$ cat src/rtl/swn_if.sv
// Flit bus of the swn switch: flat input/output flit vectors plus per-input full flags and drop count.
interface swn_if #(
   parameter int N = 4,
   parameter int W = 10
);
   logic [N*W-1:0] in_data;
   logic [N-1:0]   in_full;
   logic [N*W-1:0] out_data;
   logic [15:0]    drop_cnt;

   modport master (output in_data, input in_full, out_data, drop_cnt);
   modport slave  (input in_data, output in_full, out_data, drop_cnt);
endinterface

$ cat src/rtl/swn.sv
// N x N input-buffered flit switch: one FIFO per input, round-robin arbiter per output,
// registered outputs, saturating count of flits dropped at full FIFOs.
module swn #(
   parameter int N     = 4,
   parameter int W     = 10,
   parameter int DEPTH = 4
) (
   input  logic clk,
   input  logic rst,
   swn_if.slave bus
);
   localparam int L  = $clog2(N);
   localparam int PW = $clog2(DEPTH);
   localparam int CW = PW + 1;

   logic [W-1:0]  mem_q [N][DEPTH];
   logic [W-1:0]  mem_d [N][DEPTH];
   logic [PW-1:0] wr_ptr_q [N], wr_ptr_d [N];
   logic [PW-1:0] rd_ptr_q [N], rd_ptr_d [N];
   logic [CW-1:0] cnt_q [N], cnt_d [N];
   logic [L-1:0]  rr_q [N], rr_d [N];
   logic [W-1:0]  out_q [N], out_d [N];
   logic [15:0]   drop_q, drop_d;

   logic [W-1:0]  in_flit [N];
   logic [W-1:0]  head [N];
   logic [N-1:0]  full, push, pop, drop;
   logic [N-1:0]  gnt_valid;
   logic [L-1:0]  gnt_idx [N];
   logic [L-1:0]  cand;
   logic [4:0]    drop_n;
   logic [16:0]   drop_sum;

   always_comb begin
      for (int i = 0; i < N; i++) begin
         in_flit[i] = bus.in_data[i*W +: W];
         head[i]    = mem_q[i][rd_ptr_q[i]];
         full[i]    = (cnt_q[i] == CW'(DEPTH));
         // A full FIFO refuses the arrival even if it is popped in the same cycle.
         push[i]    = in_flit[i][W-1] & ~full[i];
         drop[i]    = in_flit[i][W-1] & full[i];
      end
   end

   // Each output scans inputs starting at its priority pointer; the first head aimed at it wins.
   always_comb begin
      gnt_valid = '0;
      pop       = '0;
      cand      = '0;
      for (int o = 0; o < N; o++) begin
         gnt_idx[o] = '0;
         for (int k = 0; k < N; k++) begin
            cand = rr_q[o] + L'(k);
            if (!gnt_valid[o] && (cnt_q[cand] != '0) && (head[cand][L-1:0] == L'(o))) begin
               gnt_valid[o] = 1'b1;
               gnt_idx[o]   = cand;
            end
         end
      end
      for (int o = 0; o < N; o++) begin
         if (gnt_valid[o]) pop[gnt_idx[o]] = 1'b1;
      end
   end

   always_comb begin
      mem_d = mem_q;
      for (int i = 0; i < N; i++) begin
         wr_ptr_d[i] = wr_ptr_q[i];
         rd_ptr_d[i] = rd_ptr_q[i];
         if (push[i]) begin
            mem_d[i][wr_ptr_q[i]] = in_flit[i];
            wr_ptr_d[i]           = wr_ptr_q[i] + PW'(1);
         end
         if (pop[i]) rd_ptr_d[i] = rd_ptr_q[i] + PW'(1);
         cnt_d[i] = cnt_q[i] + CW'(push[i]) - CW'(pop[i]);
      end
      for (int o = 0; o < N; o++) begin
         out_d[o] = gnt_valid[o] ? head[gnt_idx[o]] : '0;
         rr_d[o]  = gnt_valid[o] ? gnt_idx[o] + L'(1) : rr_q[o];
      end
      drop_n = '0;
      for (int i = 0; i < N; i++) drop_n = drop_n + 5'(drop[i]);
      drop_sum = {1'b0, drop_q} + 17'(drop_n);
      drop_d   = drop_sum[16] ? 16'hFFFF : drop_sum[15:0];
   end

   // Storage needs no reset: emptied pointers make stale entries unreachable.
   always_ff @(posedge clk) begin
      mem_q <= mem_d;
   end

   always_ff @(posedge clk) begin
      if (rst) begin
         for (int i = 0; i < N; i++) begin
            wr_ptr_q[i] <= '0;
            rd_ptr_q[i] <= '0;
            cnt_q[i]    <= '0;
            rr_q[i]     <= '0;
            out_q[i]    <= '0;
         end
         drop_q <= '0;
      end else begin
         for (int i = 0; i < N; i++) begin
            wr_ptr_q[i] <= wr_ptr_d[i];
            rd_ptr_q[i] <= rd_ptr_d[i];
            cnt_q[i]    <= cnt_d[i];
            rr_q[i]     <= rr_d[i];
            out_q[i]    <= out_d[i];
         end
         drop_q <= drop_d;
      end
   end

   always_comb begin
      bus.out_data = '0;
      for (int o = 0; o < N; o++) bus.out_data[o*W +: W] = out_q[o];
   end

   assign bus.in_full  = full;
   assign bus.drop_cnt = drop_q;
endmodule

$ cat src/flat_wrapper.sv
// flat-port wrapper written by rule: the top's interface ports become plain ports
module swn_flat 
#(
   parameter int N     = 4,
   parameter int W     = 10,
   parameter int DEPTH = 4
)
  (clk, rst, bus_in_data, bus_in_full, bus_out_data, bus_drop_cnt);
  swn_if #(.N(N), .W(W)) bus_i ();
  input  logic clk;
  input  logic rst;
  input wire logic [$bits(bus_i.in_data)-1:0] bus_in_data;
  output wire logic [$bits(bus_i.in_full)-1:0] bus_in_full;
  output wire logic [$bits(bus_i.out_data)-1:0] bus_out_data;
  output wire logic [$bits(bus_i.drop_cnt)-1:0] bus_drop_cnt;
  assign bus_i.in_data = bus_in_data;
  assign bus_in_full = bus_i.in_full;
  assign bus_out_data = bus_i.out_data;
  assign bus_drop_cnt = bus_i.drop_cnt;
  swn #(.N(N), .W(W), .DEPTH(DEPTH)) u_core (.clk(clk), .rst(rst), .bus(bus_i));
endmodule
$ cat config.mk
export PLATFORM = sky130hd
export DESIGN_NAME = swn_flat
export DESIGN_NICKNAME = d
export VERILOG_FILES = /design/src/rtl/swn_if.sv /design/src/rtl/swn.sv /design/src/flat_wrapper.sv
export SDC_FILE = /design/constraint.sdc
export NUM_CORES = 1
export LEC_CHECK = 0
export CAP_MARGIN = 0
export CORE_MARGIN = 2
export CORE_UTILIZATION = 58
export DETAILED_ROUTE_END_ITERATION = 6
export GPL_TIMING_DRIVEN = 0
export PLACE_DENSITY = 0.9
export SYNTH_ARGS = -nofsm -noshare
export SYNTH_HDL_FRONTEND = slang
export SYNTH_SLANG_ARGS = --single-unit
$ cat constraint.sdc
create_clock -name clk -period 5.5 [get_ports clk]
set_clock_uncertainty 0.2 [all_clocks]
set_input_delay 0.825 -clock clk [delete_from_list [all_inputs] [get_ports clk]]
set_output_delay 0.825 -clock clk [all_outputs]
set_load 0.005 [all_outputs]
==> reports/qor.csv, run 1 <==
stage,metric,value,unit
min_path,HP Start,u_core.rr_q[0][1],
floorplan,Die ar.,0.0211,mm²
route,Wirelength per Cell,20.6,µm
cts,CTS H-tree depth,1,
logic_synthesis,Synth Flop Type,edfxtp_1,
sta,"crit path setup slack, layout",518,ps
finish,Util after Layout,0.706,
sta,"Min Clock Period, post-route",4980,ps
sta,highest clock rate,0.201,GHz
global_routing,first-pass GRT wire length,40.6,mm
sta,Finish-stage setup viols,0,
global_routing,most used routing layer,met2,
setup_path,crit path DAT,5160,ps
sta,worst slew pin tran,914,ps
global_routing,vias in the first global route,7662,
status,outcome,completed,
finish,"most common cell after layout, fill and taps aside",edfxtp_1,
setup_path,Critical-path top delay cell,a211oi_1,
logic_synthesis,"FFs w/ async S/R, synth",0,
logic_synthesis,"Avg Cell Area, Syn",13.7,µm²
sta,TNS Setup,0,ps
setup_path,Worst R2R Start,u_core.rd_ptr_q[3][1],
sta,fin. max-slew vios,0,
power,leakage power,4.90,nW
sta,hold_ws,333,ps
floorplan,Top-Level Pins,102,
cts,number of setup buffers added after CTS,0,
setup_path,crit-path cells,clkbuf_1 > a221oi_1 > a211oi_1 > and3b_1 > nor4_1 > buf_4 > buf_6 > ha_1 > inv_1 > o2111ai_1 > ha_1 > inv_1 > ha_1 > inv_1 > fa_1 > xor2_1 > xnor2_1 > nor2_1,
finish,area grow syn2layout,19.1,%
setup_path,worst setup path startpoint,u_core.rd_ptr_q[3][1],
power,Pint,4.64,mW
global_routing,GRT Total Usage,0.244,
logic_synthesis,#FFs+latches synth,252,
route,DR vias,7549,
placement,worst setup slack after placement,704,ps
power,Logic pwr share,0.414,
logic_synthesis,"Distinct cells, synth",78,
setup_path,Crit path required time,5680,ps
power,PwrDens,522,mW/mm²
route,Routed WL,26.0,mm
route,residual DRC count,0,
cts,CTS resizes,0,
cts,CTS Root Buffer Type,clkbuf_16,
placement,DP HPWL,18.6,mm
min_path,HP Class,register to register,
cts,hold buffer count at cts,0,
finish,"Net count, final",1069,
global_routing,met1 Track Usage GR,0.309,
sta,Slew headroom,0.384,
cts,CTS Buf Count,26,
logic_synthesis,Synth Cell Area,0.0116,mm²
logic_synthesis,"EDFF count, synth",160,
finish,Antenna Cells,0,
logic_synthesis,Syn. warnings,0,
global_routing,M3 GR Usage,0.0544,
setup_path,WS Path Type,register to register,
job,max cap viols,0,
cts,CTS Buffer Depth,3,
setup_path,crit end category,register,
floorplan,Horiz. Die Dim,145,µm
sta,Final Cycle Share,0.906,
power,P_sw,2.55,mW
route,Iter 0 DRT Violations,638,
power,clock power share,0.242,
finish,most frequent cells in the layout,"160 x edfxtp_1, 100 x clkdlybuf4s50_1, 92 x dfxtp_1",
cts,clock sinks,252,
global_routing,largest net degree at the start of global routing,15,
setup_path,CP Launch Type,register,
setup_path,"delay-heaviest family, CP",compound AO/OA/AOI/OAI gates,
route,ANT nets after route,0,
floorplan,std cell rows,51,
route,1st-pass router iterations,7,
floorplan,Initial Util,0.593,
cts,CTS tree,done,
placement,I/O Buffers,100,
global_routing,aggregate global routing overflow,0,
cts,clock latency on the worst-skew pair,530,ps
global_routing,antenna violations before repair,1,
sta,RSZ-0062 raised after global routing,false,
cts,clk slew on worst S/H paths,60,ps
setup_path,crit path max fanout,11,
route,vias per cell,5.99,
floorplan,Chip Height,145,µm
power,Net Sw Frac,0.355,
setup_path,WP buf/inv,6,
placement,Routability Congestion,0.941,
finish,share of cells above drive strength 1,0.116,
sta,final hold viol count,0,
power,VDD IR max,281,µV
power,sequential share of power,0.345,
logic_synthesis,Syn Inst Count,845,
global_routing,met2 Usage GRT,0.416,
logic_synthesis,sequential area share after synthesis,0.574,
floorplan,Core ar.,0.0195,mm²
setup_path,"Largest stage delay, worst path",730,ps
[sequential cells by signal (all words and copies together) (netlist names)]
register / count
u_core.rr_q: 8
u_core.cnt_q: 12
u_core.out_q: 40
u_core.bus.drop_cnt: 16
u_core.wr_ptr_q: 8
u_core.rd_ptr_q: 8
u_core.mem_q: 160
[logic make-up (layout without fill, tap and decap cells)]
family	count (synthesis)	in the layout	share of synthesized area
AO/OA/AOI/OAI	130	130	0.0858
XOR/XNOR	26	26	0.0197
adder cells (fa/ha/maj)	51	51	0.0590
buffers and inverters	85	233	0.0344
flip-flops	252	252	0.574
multiplexers	120	120	0.140
other	1	4	0.000324
AND/OR/NAND/NOR	180	180	0.0864
[power by group through the flow]
stage | clock network, mW | registers, mW | logic (mW)
detailed placement | 0 | 2.51 | 2.91
finish | 1.74 | 2.48 | 2.98
global placement | 0 | 2.49 | 2.78
CTS | 1.76 | 2.48 | 2.94
global route | 1.85 | 2.50 | 3.24
floorplan | 0 | 2.47 | 2.13
[area by class of cell]
cell class	count	area, µm²
repair buffers	100	1000
well taps	265	332
clock buffers	33	718
multi-input cells	511	4540
plain buffers	40	224
flip-flops and latches	252	6650
inverters	45	174
clock inverters	15	144
fillers	1309	5740
[synth_stat cells (all sizes together) (16+ instances only)]
library cell / instances / area, µm²
nor2: 51 / 191
dfxtp: 92 / 1840
nand2: 22 / 82.6
o22ai: 33 / 206
mux4: 32 / 721
nor2b: 16 / 100
buf: 16 / 134
edfxtp: 160 / 4800
clkbuf: 24 / 90.1
a21oi: 27 / 135
mux2i: 78 / 785
and2: 23 / 146
inv: 45 / 174
ha: 45 / 563
xnor2: 17 / 149
[tightest hold or removal path: cells and delay by family (launching register included)]
| family | cells | cell delay, ps |
|---|---|---|
| flip-flops | 1 | 360 |
| AO/OA/AOI/OAI | 1 | 50 |
| AND/OR/NAND/NOR | 1 | 80 |
[worst paths after layout]
check / end / depth (start not counted) / slack (ps)
worst max-delay path: u_core.cnt_q[3][2] / 18 / 520
worst min register to register: u_core.rr_q[0][1] / 2 / 330
worst max register to register: u_core.cnt_q[3][2] / 18 / 520
worst min-delay path: u_core.rr_q[0][1] / 2 / 330
[metal layers]
| metal | up-vias | routed length [µm] |
|---|---|---|
| li1 | 3478 | - |
| met1 | 3641 | 10100 |
| met2 | 362 | 12700 |
| met3 | 68 | 2350 |
| met4 | 0 | 779 |
| met5 | - | 0 |
[through the flow]
stage	total power, mW	instances	instance area, µm²
floorplan	4.60	848	11600
global placement	5.27	1213	12900
detailed placement	5.42	1213	12900
CTS	7.18	1261	13800
global route	7.59	1261	13800
finish	7.19	1261	13800
(Power assumes the default switching activity.)
==> run 2: changes to the inputs <==
Clock period 5.5 ns to 4.9 ns, I/O delays scaled along.
==> run 2 against run 1 <==
Compared with the run above:
- critical path depth increased by 1
- utilization grew 0.44 points
- sequential power increased by 12%
- register-to-register slack got worse by 410 ps
- non-clock buffer count rose by 3
==> reports/qor.csv, run 2 (synthesized netlist as in run 1, its figures left out) <==
stage,metric,value,unit,change
placement,placed cells,1213,,unchanged
sta,hold_ws,335,ps,+1.33 ps
finish,Fill cells,1290,,-1.5%
setup_path,"delay-heaviest family, CP",adder cells,,
power,leakage power,4.93,nW,+0.55%
cts,CTS Buf Count,26,,unchanged
cts,CTS tree,done,,
route,met3 WL,2.42,mm,+2.8%
floorplan,std cell rows,51,,unchanged
floorplan,Initial Util,0.593,,unchanged
route,ANT nets after route,0,,unchanged
setup_path,Crit path required time,5080,ps,-600 ps
setup_path,worst setup path startpoint,u_core.rd_ptr_q[3][0],,
power,sequential share of power,0.340,,-0.005
global_routing,aggregate global routing overflow,0,,unchanged
setup_path,reg2reg end,u_core.cnt_q[1][2],,
power,VDD IR max,327,µV,+17%
sta,highest clock rate,0.209,GHz,+3.9%
route,met1 wire length,10.2,mm,+0.70%
power,overall power,8.18,mW,+14%
sta,final hold viol count,0,,unchanged
min_path,HP Class,register to register,,
cts,hold buffer count at cts,0,,unchanged
cts,clock sinks,252,,unchanged
power,Net Sw Frac,0.358,,+0.00313
setup_path,WP depth,19,,+1
power,PwrDens,590,mW/mm²,+13%
finish,Reg with most FFs,u_core.mem_q,,
sta,"Min Clock Period, post-route",4790,ps,-189 ps
cts,clock latency on the worst-skew pair,530,ps,about the same
sta,RSZ-0062 raised after global routing,true,,
setup_path,crit path max fanout,11,,unchanged
route,1st-pass router iterations,5,,-2
power,P_sw,2.93,mW,+15%
placement,worst setup slack after placement,116,ps,-588 ps
route,Iter 0 DRT Violations,645,,+1.1%
finish,Antenna Cells,0,,unchanged
setup_path,crit path DAT,4980,ps,-180 ps
sta,worst slew pin tran,895,ps,-18.8 ps
global_routing,vias in the first global route,7679,,+0.22%
finish,"Net count, final",1072,,+0.28%
route,Top Metal Used,met4,,
route,Wirelength per Cell,20.9,µm,+1.3%
finish,max FFs per register,160,,unchanged
setup_path,crit-path cells,buf_4 > mux2i_2 > o41ai_4 > and3b_1 > nor4_1 > buf_2 > buf_6 > inv_1 > ha_1 > o41ai_1 > o2111ai_2 > ha_1 > inv_1 > ha_1 > inv_1 > fa_1 > xor2_1 > xnor2_1 > nor2_1,,
sta,fin. max-slew vios,0,,unchanged
sta,Finish-stage setup viols,0,,unchanged
finish,share of cells above drive strength 1,0.126,,+0.00966
floorplan,Core ar.,0.0195,mm²,unchanged
finish,"most common cell after layout, fill and taps aside",edfxtp_1,,
placement,DP HPWL,18.6,mm,unchanged
setup_path,Critical-path top delay cell,o41ai_4,,
route,DR vias,7702,,+2.0%
setup_path,CP Launch Type,register,,
finish,Finished Layout Cells,1264,,+0.24%
floorplan,Top-Level Pins,102,,unchanged
setup_path,WP buf/inv,6,,unchanged
setup_path,Worst R2R Path Depth,19,,+1
route,Routed WL,26.4,mm,+1.6%
cts,CTS Buffer Depth,3,,unchanged
finish,Util after Layout,0.710,,+0.00442
route,residual DRC count,0,,unchanged
setup_path,crit end category,register,,
power,Logic pwr share,0.421,,+0.007
global_routing,first-pass GRT wire length,40.6,mm,+0.10%
placement,Routability Congestion,0.941,,unchanged
floorplan,Horiz. Die Dim,145,µm,unchanged
setup_path,CP Capture Point,u_core.cnt_q[1][2],,
placement,area post-placement,0.0129,mm²,unchanged
power,clock power share,0.239,,-0.003
finish,"Design Area, Final",0.0139,mm²,+0.63%
setup_path,R2R Setup Slk,110,ps,-410 ps
floorplan,Chip Height,145,µm,unchanged
route,vias per cell,6.09,,+1.8%
cts,CTS Root Buffer Type,clkbuf_16,,
sta,Final Cycle Share,0.978,,+0.0724
global_routing,GRT Total Usage,0.244,,about the same
cts,clk slew on worst S/H paths,60,ps,about the same
global_routing,largest net degree at the start of global routing,15,,unchanged
power,Pint,5.25,mW,+13%
job,max cap viols,0,,unchanged
cts,CTS H-tree depth,1,,unchanged
setup_path,WS Path Type,register to register,,
floorplan,Die ar.,0.0211,mm²,unchanged
finish,register area,0.00665,mm²,unchanged
setup_path,"Largest stage delay, worst path",640,ps,-90 ps
finish,area grow syn2layout,19.8,%,
sta,TNS Setup,0,ps,unchanged
finish,area occupied by multi-input gates,0.00461,mm²,+1.4%
status,outcome,completed,,
route,routed wl met2,12.8,mm,+1.0%
placement,I/O Buffers,100,,unchanged
finish,most frequent cells in the layout,"160 x edfxtp_1, 100 x clkdlybuf4s50_1, 92 x dfxtp_1",,
sta,"crit path setup slack, layout",106,ps,-411 ps
setup_path,Worst R2R Start,u_core.rd_ptr_q[3][0],,
sta,Slew headroom,0.397,,+0.0127
global_routing,antenna violations before repair,1,,unchanged
[run 2: per-layer routing]
metal	vias up	global-route usage
met2	401	0.416
li1	3488	-
met4	0	0.0848
met5	-	0
met3	89	0.0544
met1	3724	0.309
[run 2: worst min-delay path by stage]
| stage | start | endpoint | depth (start not counted) |
|---|---|---|---|
| 6_report | u_core.rr_q[0][1] | u_core.rr_q[0][1] | 2 |
| 5_1_grt | u_core.rr_q[2][1] | u_core.rr_q[2][1] | 2 |
| 4_1_cts | u_core.rr_q[0][1] | u_core.rr_q[0][1] | 2 |
| 3_5_place_dp | u_core.rr_q[0][1] | u_core.rr_q[0][1] | 2 |
| 3_3_place_gp | u_core.rr_q[1][1] | u_core.rr_q[1][1] | 2 |
| 2_1_floorplan | u_core.rr_q[0][1] | u_core.rr_q[0][1] | 2 |
[run 2: power by group through the flow]
stage,Combinational [mW],Clock [mW],Sequential [mW]
2_1_floorplan,2.39,0,2.78
3_3_place_gp,3.13,0,2.80
3_5_place_dp,3.26,0,2.82
4_1_cts,3.31,1.97,2.78
5_1_grt,3.72,2.08,2.81
6_report,3.44,1.95,2.79
[run 2: layout make-up]
class | instances | share of cell area
clock inverters | 15 | 0.0104
clock buffers | 33 | 0.0518
multi-input cells | 511 | 0.332
repair buffers | 103 | 0.0738
inverters | 45 | 0.0125
flip-flops and latches | 252 | 0.479
well taps | 265 | 0.0239
plain buffers | 40 | 0.0161
[run 2: repair_timing]
| item | 4_1_cts | 5_1_grt |
|---|---|---|
| pin swaps | 0 | 2 |
| resized for setup | 1 | 9 |
| setup buffers | 0 | 3 |
| setup endpoints to repair | 1 | 4 |
[run 2: worst register-to-register path: cells and delay by family, from the launching register on]
kind	cells	cell delay (ps)
AO/OA/AOI/OAI	3	1050
multiplexers	1	200
buffers and inverters	6	920
AND/OR/NAND/NOR	3	580
XOR/XNOR	2	320
adder cells (fa/ha/maj)	4	1100
flip-flops	1	300
